**src/rtl/mem_arbiter.sv**
```systemverilog
// Two-port (fetch / data) arbiter in front of one single-port memory.
// The data port normally wins; the fetch port is forced through after STARVE_LIMIT losses.
module mem_arbiter #(
  parameter int STARVE_LIMIT = 3
) (
  input  logic        clk,
  input  logic        rst,
  input  logic        if_req,
  input  logic [31:0] if_addr,
  output logic [31:0] if_rdata,
  output logic        if_ready,
  input  logic        dm_req,
  input  logic        dm_we,
  input  logic [31:0] dm_addr,
  input  logic [31:0] dm_wdata,
  output logic [31:0] dm_rdata,
  output logic        dm_ready,
  output logic        mem_en,
  output logic        mem_we,
  output logic [31:0] mem_addr,
  output logic [31:0] mem_wdata,
  input  logic [31:0] mem_rdata,
  input  logic        mem_ack,
  output logic        pipe_stall
);

  typedef enum logic [1:0] {
    IDLE   = 2'd0,
    BUSY_I = 2'd1,
    BUSY_D = 2'd2,
    DONE   = 2'd3
  } state_t;

  localparam logic [2:0] LIMIT = 3'(STARVE_LIMIT);

  state_t      state, state_nxt;
  logic [2:0]  starve_cnt, starve_cnt_nxt;
  logic        mem_en_nxt, mem_we_nxt, if_ready_nxt, dm_ready_nxt;
  logic [31:0] mem_addr_nxt, mem_wdata_nxt, if_rdata_nxt, dm_rdata_nxt;

  function automatic logic [2:0] sat_inc(input logic [2:0] cnt);
    return (cnt >= LIMIT) ? LIMIT : cnt + 3'd1;
  endfunction

  assign pipe_stall = (if_req & ~if_ready) | (dm_req & ~dm_ready);

  always_comb begin
    state_nxt      = state;
    starve_cnt_nxt = starve_cnt;
    mem_en_nxt     = mem_en;
    mem_we_nxt     = mem_we;
    mem_addr_nxt   = mem_addr;
    mem_wdata_nxt  = mem_wdata;
    if_ready_nxt   = 1'b0;
    dm_ready_nxt   = 1'b0;
    if_rdata_nxt   = if_rdata;
    dm_rdata_nxt   = dm_rdata;
    case (state)
      IDLE: begin
        // Data wins unless the fetch port has already lost STARVE_LIMIT times in a row.
        if (dm_req && !(if_req && starve_cnt == LIMIT)) begin
          state_nxt     = BUSY_D;
          mem_en_nxt    = 1'b1;
          mem_we_nxt    = dm_we;
          mem_addr_nxt  = dm_addr;
          mem_wdata_nxt = dm_wdata;
          if (if_req) starve_cnt_nxt = sat_inc(starve_cnt);
        end else if (if_req) begin
          state_nxt      = BUSY_I;
          mem_en_nxt     = 1'b1;
          mem_we_nxt     = 1'b0;
          mem_addr_nxt   = if_addr;
          starve_cnt_nxt = 3'd0;
        end
      end
      BUSY_I: begin
        if (mem_ack) begin
          state_nxt    = DONE;
          mem_en_nxt   = 1'b0;
          mem_we_nxt   = 1'b0;
          if_ready_nxt = 1'b1;
          if_rdata_nxt = mem_rdata;
        end
      end
      BUSY_D: begin
        if (mem_ack) begin
          state_nxt    = DONE;
          mem_en_nxt   = 1'b0;
          mem_we_nxt   = 1'b0;
          dm_ready_nxt = 1'b1;
          if (!mem_we) dm_rdata_nxt = mem_rdata;
        end
      end
      default: state_nxt = IDLE;
    endcase
  end

  always_ff @(posedge clk) begin
    if (!rst) begin
      state      <= IDLE;
      starve_cnt <= 3'd0;
      mem_en     <= 1'b0;
      mem_we     <= 1'b0;
      mem_addr   <= 32'd0;
      mem_wdata  <= 32'd0;
      if_ready   <= 1'b0;
      dm_ready   <= 1'b0;
      if_rdata   <= 32'd0;
      dm_rdata   <= 32'd0;
    end else begin
      state      <= state_nxt;
      starve_cnt <= starve_cnt_nxt;
      mem_en     <= mem_en_nxt;
      mem_we     <= mem_we_nxt;
      mem_addr   <= mem_addr_nxt;
      mem_wdata  <= mem_wdata_nxt;
      if_ready   <= if_ready_nxt;
      dm_ready   <= dm_ready_nxt;
      if_rdata   <= if_rdata_nxt;
      dm_rdata   <= dm_rdata_nxt;
    end
  end

endmodule

```
**config.mk**
```make
export PLATFORM = sky130hd
export DESIGN_NAME = mem_arbiter
export DESIGN_NICKNAME = d
export VERILOG_FILES = /design/src/rtl/mem_arbiter.sv
export SDC_FILE = /design/constraint.sdc
export NUM_CORES = 1
export LEC_CHECK = 0
export ABC_AREA = 1
export CELL_PAD_IN_SITES_DETAIL_PLACEMENT = 0
export CELL_PAD_IN_SITES_GLOBAL_PLACEMENT = 1
export CORE_AREA = 2 2 139 141
export DETAILED_ROUTE_END_ITERATION = 7
export DIE_AREA = 0 0 141 143
export GPL_ROUTABILITY_DRIVEN = 0
export PLACE_DENSITY_LB_ADDON = 0.1
export SLEW_MARGIN = 40
export SYNTH_ARGS = -nofsm -noshare
export SYNTH_HDL_FRONTEND = slang
export SYNTH_SLANG_ARGS = --single-unit
```
**constraint.sdc**
```tcl
create_clock -name clk -period 2.3 [get_ports clk]
set_clock_uncertainty 0.1 [all_clocks]
set_input_delay 0.46 -clock clk [delete_from_list [all_inputs] [get_ports clk]]
set_output_delay 0.46 -clock clk [all_outputs]
set_load 0.05 [all_outputs]
```
== After elaboration in Yosys (flattened, before gate mapping) ==
Index checks and enable logic that the tools add are counted.

* Magnitude comparators: 1
* Muxes and demuxes: 18
* Eq/ne operators: 5
* $add $sub $neg: 1
* Reductions and logical operators: 16
* Bitwise gates (word level): 6

{| class="wikitable"
|+ Operators by type and width
! cell !! count
|-
| 32-bit 2-to-1 mux || 2
|-
| 2-bit AND reduction || 7
|-
| 3-bit 2-to-1 mux || 4
|-
| 1-bit 2-to-1 mux || 6
|-
| 2-bit 2-to-1 mux || 3
|-
| 3-bit AND reduction || 2
|-
| 1-bit case mux with 2 select lines || 2
|-
| 2-bit case mux with 2 select lines || 1
|-
| 2-bit nonzero test || 2
|-
| 3-bit by 1-bit adder with 3-bit output (second input constant) || 1
|-
| 3-bit by 2-bit equality test with 1-bit output (second input constant) || 1
|-
| 3-bit by 2-bit >= comparator with 1-bit output (second input constant) || 1
|-
| 3-bit inequality test (second input constant) || 1
|-
| 1-bit inverter || 3
|-
| 1-bit bitwise AND || 2
|-
| 2-bit by 1-bit equality test with 1-bit output (second input constant) || 1
|-
| 2-bit equality test (second input constant) || 1
|-
| 1-bit logical AND || 2
|-
| 2-bit logical NOT || 1
|-
| 2-bit by 1-bit inequality test with 1-bit output (second input constant) || 1
|-
| 2-bit OR reduction || 1
|-
| 1-bit logical NOT || 1
|-
| 1-bit bitwise OR || 1
|}

* Word-level logic and storage cells: 57
* Output and inout bits: 133
* Register bits after elaboration: 137
* Bits of input ports: 134

== Longest topological paths before layout ==
* Depth in word-level cells: 6
* Gate-level depth with buffers: 10
* Mapped depth without buffers: 9

== Worst setup path after synthesis ==
OpenSTA, ideal clock, no wires.

* Kind: register -> output
* From: register if_ready
* To: output pipe_stall
* Buffers on the path: 0
* Stages on the path, launching flop included: 2
* Data required time: 1.740 ns
* Setup slack: 0.427 ns
* Arrival time: 1.313 ns
* Cells stage by stage: dfxtp_1 -> o22ai_1

* Cells in the longest elaborated chain, start to end: 3

{| class="wikitable"
|+ Ends and longest elaborated chain
! item !! line !! RTL
|-
| from (decl) || 11 || <nowiki>output logic if_ready,</nowiki>
|-
| from (signal assigned) || 117 || <nowiki>if_ready <= if_ready_nxt;</nowiki>
|-
| 1-bit inverter || 45 || <nowiki>assign pipe_stall = (if_req & ~if_ready) | (dm_req & ~dm_ready);</nowiki>
|-
| 1-bit bitwise AND || 45 ||
|-
| 1-bit bitwise OR || 45 ||
|-
| to (decl) || 24 || <nowiki>output logic pipe_stall</nowiki>
|}

Every way passes these cells.

== Final worst setup path ==
* From: register mem_we
* To: output mem_we

{| class="wikitable"
|+ RTL lines
! item !! line !! RTL
|-
| from (decl) || 19 || <nowiki>output logic mem_we,</nowiki>
|-
| from (signal assigned) || 114 || <nowiki>mem_we <= mem_we_nxt;</nowiki>
|}

No word-level cell between the ends.

==> tab_implementation.tex <==
\begin{tabular}{lr}
\hline
Metric & Value \\
\hline
\multicolumn{2}{l}{\textbf{Status}} \\
\quad Run status & completed \\
\multicolumn{2}{l}{\textbf{Placed design}} \\
\quad Total of buffers placed on input and output ports & 266 \\
\quad Worst Setup Slack post-DPL & 0.141 ns \\
\quad Detailed placer's ending HPWL & 11900 µm \\
\multicolumn{2}{l}{\textbf{Route}} \\
\quad DRT antenna net count & 0 \\
\quad Routed wire per std cell & 14.3 µm \\
\quad Post-route DRC & 0 \\
\quad Count of vias placed by the detailed router & about 5500 \\
\quad Drt pass-1 iters & 4 \\
\quad Drt total wl & 17600 µm \\
\quad Vias per inst & 4.44 \\
\quad Detailed router's first-iteration violation count & 151 \\
\multicolumn{2}{l}{\textbf{Global route}} \\
\quad Met1 usage & 20.5\% \\
\quad Overflow after GRT & 0 \\
\quad Total global-route track usage & approximately 17\% \\
\quad Vias in the first global route & 5205 \\
\quad Pin count of the biggest net entering global routing & 65 \\
\quad Most used routing layer in global routing & met2 \\
\quad Routing usage on met3 & between 6 and 7\% \\
\quad Antenna violations before repair & 0 \\
\quad Global Route met2 Usage & 29.1\% \\
\quad Global-route wire length before repair & 27500 µm \\
\multicolumn{2}{l}{\textbf{Cells and area}} \\
\quad Antenna cells & 0 \\
\quad Area overhead of the layout relative to synthesis & 66.5\% \\
\quad Fraction of final layout cells sized beyond drive strength 1 & under 10\% \\
\quad Post-layout net count & $\sim$1100 \\
\quad Fill cell total of the finished layout & about 1900 \\
\multicolumn{2}{l}{\textbf{Floorplan}} \\
\quad Die boundary width & 141 µm \\
\quad Y dimension of the die & between 100 and 150 µm \\
\quad I/O pins & 267 \\
\quad Std-Cell Core Area & around 19000 µm² \\
\quad Row count & 50 \\
\quad Total Die Area & 20200 µm² \\
\quad Initial core utilization & $\sim$28\% \\
\multicolumn{2}{l}{\textbf{Pwr}} \\
\quad Peak supply drop & 0.558 mV \\
\quad Final total power & 10.4 mW \\
\quad P\_leak & 3.54 nW \\
\quad Power density over the cells & 1170 nW/µm² \\
\multicolumn{2}{l}{\textbf{Clocking}} \\
\quad Post-CTS setup repair buffer count & 0 \\
\quad Number of clock sinks & about 140 \\
\quad Number of clock buffers inserted by TritonCTS & 17 \\
\quad Clock root buffer & clkbuf\_16 \\
\quad Total of cells resized after clock tree synthesis & 0 \\
\quad Clock latency reported for the late side of the worst-skew pair & 0.41 ns \\
\quad Clock tree from TritonCTS & done \\
\quad Clock transition at the register clock pins on the worst setup and hold paths after CTS & 0.07 ns \\
\quad H-tree depth reported by CTS & 4 \\
\quad Deepest clock path buffer count & 2 \\
\quad Hold-fix buffers, CTS & 0 \\
\multicolumn{2}{l}{\textbf{STA}} \\
\quad Maximum achievable frequency & 459 MHz \\
\quad Fin Hold WS & between 0.3 and 0.4 ns \\
\quad Normalized max-slew margin & between 60 and 70\% \\
\quad Transition time of the tightest slew-check pin & 0.568 ns \\
\quad Final hold viol count & 0 \\
\quad Unrepaired setup endpoints after global routing & false \\
\quad Total of endpoints with negative setup slack in the final report & 0 \\
\quad Final-layout setup total negative slack & 0 ns \\
\quad Number of max-slew violations in the final report & 0 \\
\quad Final period util & 94.8\% \\
\quad Final Worst Setup Slack & 0.119 ns \\
\quad Final Critical Period & 2.18 ns \\
\multicolumn{2}{l}{\textbf{Yosys}} \\
\quad Number of nets in the synthesized netlist & 874 \\
\quad Instance count of the mapped netlist & 734 \\
\quad Count leader, synth & nand2\_1 \\
\quad FF+latch count, synth & 137 \\
\quad Sequential cell area fraction in the yosys report & 51.8\% \\
\quad Unique cell type count in the Yosys netlist & 18 \\
\quad Post-synth top flop & dfxtp\_1 \\
\quad Share of flip-flops with an asynchronous set or reset after synthesis & 0\% \\
\quad Area share of the largest cell type after synthesis & 51.8\% \\
\quad Synth area leaders & dfxtp\_1 52\%, nand2\_1 15\%, nor2\_1 9.5\% \\
\quad Count of synthesis-stage warnings from yosys & 0 \\
\quad Total standard cell area after synthesis & 5300 µm² \\
\quad Syn\_area\_per\_cell & roughly 7.2 µm² \\
\quad Number of flops mapped to enable cells by yosys & 0 \\
\quad Top cells by count, synth & 214 x nand2\_1, 137 x dfxtp\_1, 134 x nor2\_1 \\
\quad Largest area contributor in the synthesized netlist & dfxtp\_1 \\
\multicolumn{2}{l}{\textbf{Setup path}} \\
\quad Crit Reg-Reg Startpoint & starve\_cnt[0]\$\_SDFFE\_PN0P\_ \\
\quad Crit path buf inv count & 1 \\
\quad Largest stage delay, worst path & 0.85 ns \\
\quad Data required time of the worst path & 1.74 ns \\
\quad Worst setup path startpoint & mem\_we\$\_SDFFE\_PN0P\_ \\
\quad Worst R2R End & mem\_addr[27]\$\_SDFFE\_PN0P\_ \\
\quad Data arrival time of the critical path & around 1.6 ns \\
\quad Kind of start point of the critical path & register \\
\quad Capturing element type of the critical path & output pin \\
\quad Slack of the worst reg-to-reg path & 0.54 ns \\
\quad Ordered list of cells on the worst path & clkdlybuf4s50\_1 \\
\quad Biggest fanout along the worst timing path & 3 \\
\quad Critical path's top delay family & buffers and inverters \\
\quad Critical setup path kind & reg -> out \\
\quad Library cell contributing the largest single delay on the critical path & clkdlybuf4s50\_1 \\
\quad Number of cells traversed by the worst register-to-register path & 10 \\
\multicolumn{2}{l}{\textbf{Min path}} \\
\quad End point of the worst hold path & mem\_wdata[14]\$\_SDFFE\_PN0P\_ \\
\quad Hold Crit Start & mem\_wdata[14]\$\_SDFFE\_PN0P\_ \\
\quad Class of the tightest hold or removal check & reg -> reg \\
\quad Hold depth & 2 \\
\multicolumn{2}{l}{\textbf{Flow run}} \\
\quad \# Max-Cap Violations & 0 \\
\hline
\end{tabular}
[area by class of cell]
class	instances	area, µm²	share of cell area (%)
Sequential cell	137	2740	31.1
Clock buffer	19	453	5.14
Clock inverter	13	108	1.22
Timing Repair Buffer	283	2880	32.6
Inverter	17	63.8	0.724
Tap cell	234	293	3.32
Multi-Input combinational cell	532	2280	25.9
[per-stage QoR]
| step | util, % | cell area, µm² | cells |
|---|---|---|---|
| 2_1_floorplan | - | 5300 | 734 |
| 3_3_place_gp | 44.4 | 8260 | 1203 |
| 3_5_place_dp | 44.4 | 8260 | 1203 |
| 4_1_cts | 47.5 | 8820 | 1235 |
| 5_1_grt | 47.5 | 8820 | 1235 |
| 6_report | 47.5 | 8820 | 1235 |
[power by group]
group / total, mW / leakage [nW] / internal, mW / switching [mW]
Sequential: 3.18 / 1.12 / 2.91 / 0.268
Clock: 2.59 / 0.265 / 1.46 / 1.13
Combinational: 4.58 / 2.16 / 1.53 / 3.06
Total: 10.4 / 3.54 / 5.90 / 4.45
[worst reg2reg max path, delay by kind of cell (launching register included)]
family / cells / cell delay [ns]
buffers and inverters: 2 / 0.36
AOI/OAI and AO/OA: 1 / 0.13
DFF: 1 / 0.34
adders and majority gates: 2 / 0.41
and+or+nand+nor: 5 / 0.38
[routing by layer]
metal	vias up	part of all wire, %
met5	-	0
met4	0	1.3
met2	170	47
li1	2859	-
met3	16	7.7
met1	2436	44
[worst max path at each step]
| stage | to | slack [ns] | cells after the start |
|---|---|---|---|
| global placement | pipe_stall | 0.14 | 4 |
| finish | mem_we | 0.12 | 1 |
| detailed placement | pipe_stall | 0.14 | 4 |
| CTS | mem_we | 0.09 | 1 |
| global route | mem_en | 0.07 | 1 |
| floorplan | pipe_stall | 0.43 | 1 |
[sequential cells by signal, indices dropped and copies added, names as in the netlist]
name        count
mem_wdata      32
dm_ready        1
mem_addr       32
if_rdata       32
state           2
mem_we          1
starve_cnt      3
if_ready        1
dm_rdata       32
mem_en          1
[cell usage in the layout, fill, tap and decap left out, drive strengths merged]
cell type      count
a21oi             71
inv               23
buf               18
clkdlybuf4s50    265
nand3             35
clkinvlp           4
clkbuf            19
dfxtp            137
nor2             134
nand4              2
nor3               1
nand2            215
ha                 6
o21ai             67
clkinv             3
o22ai              1
[cell families (layout without fill, tap and decap cells)]
family	Yosys count	after routing	synth area share [%]
compound gates	139	139	13.2
flops	137	137	51.8
fa+ha+maj	6	6	1.42
buf+inv	65	332	5.20
simple gates	387	387	28.4
Note: power is estimated with default switching activity, not from simulation.
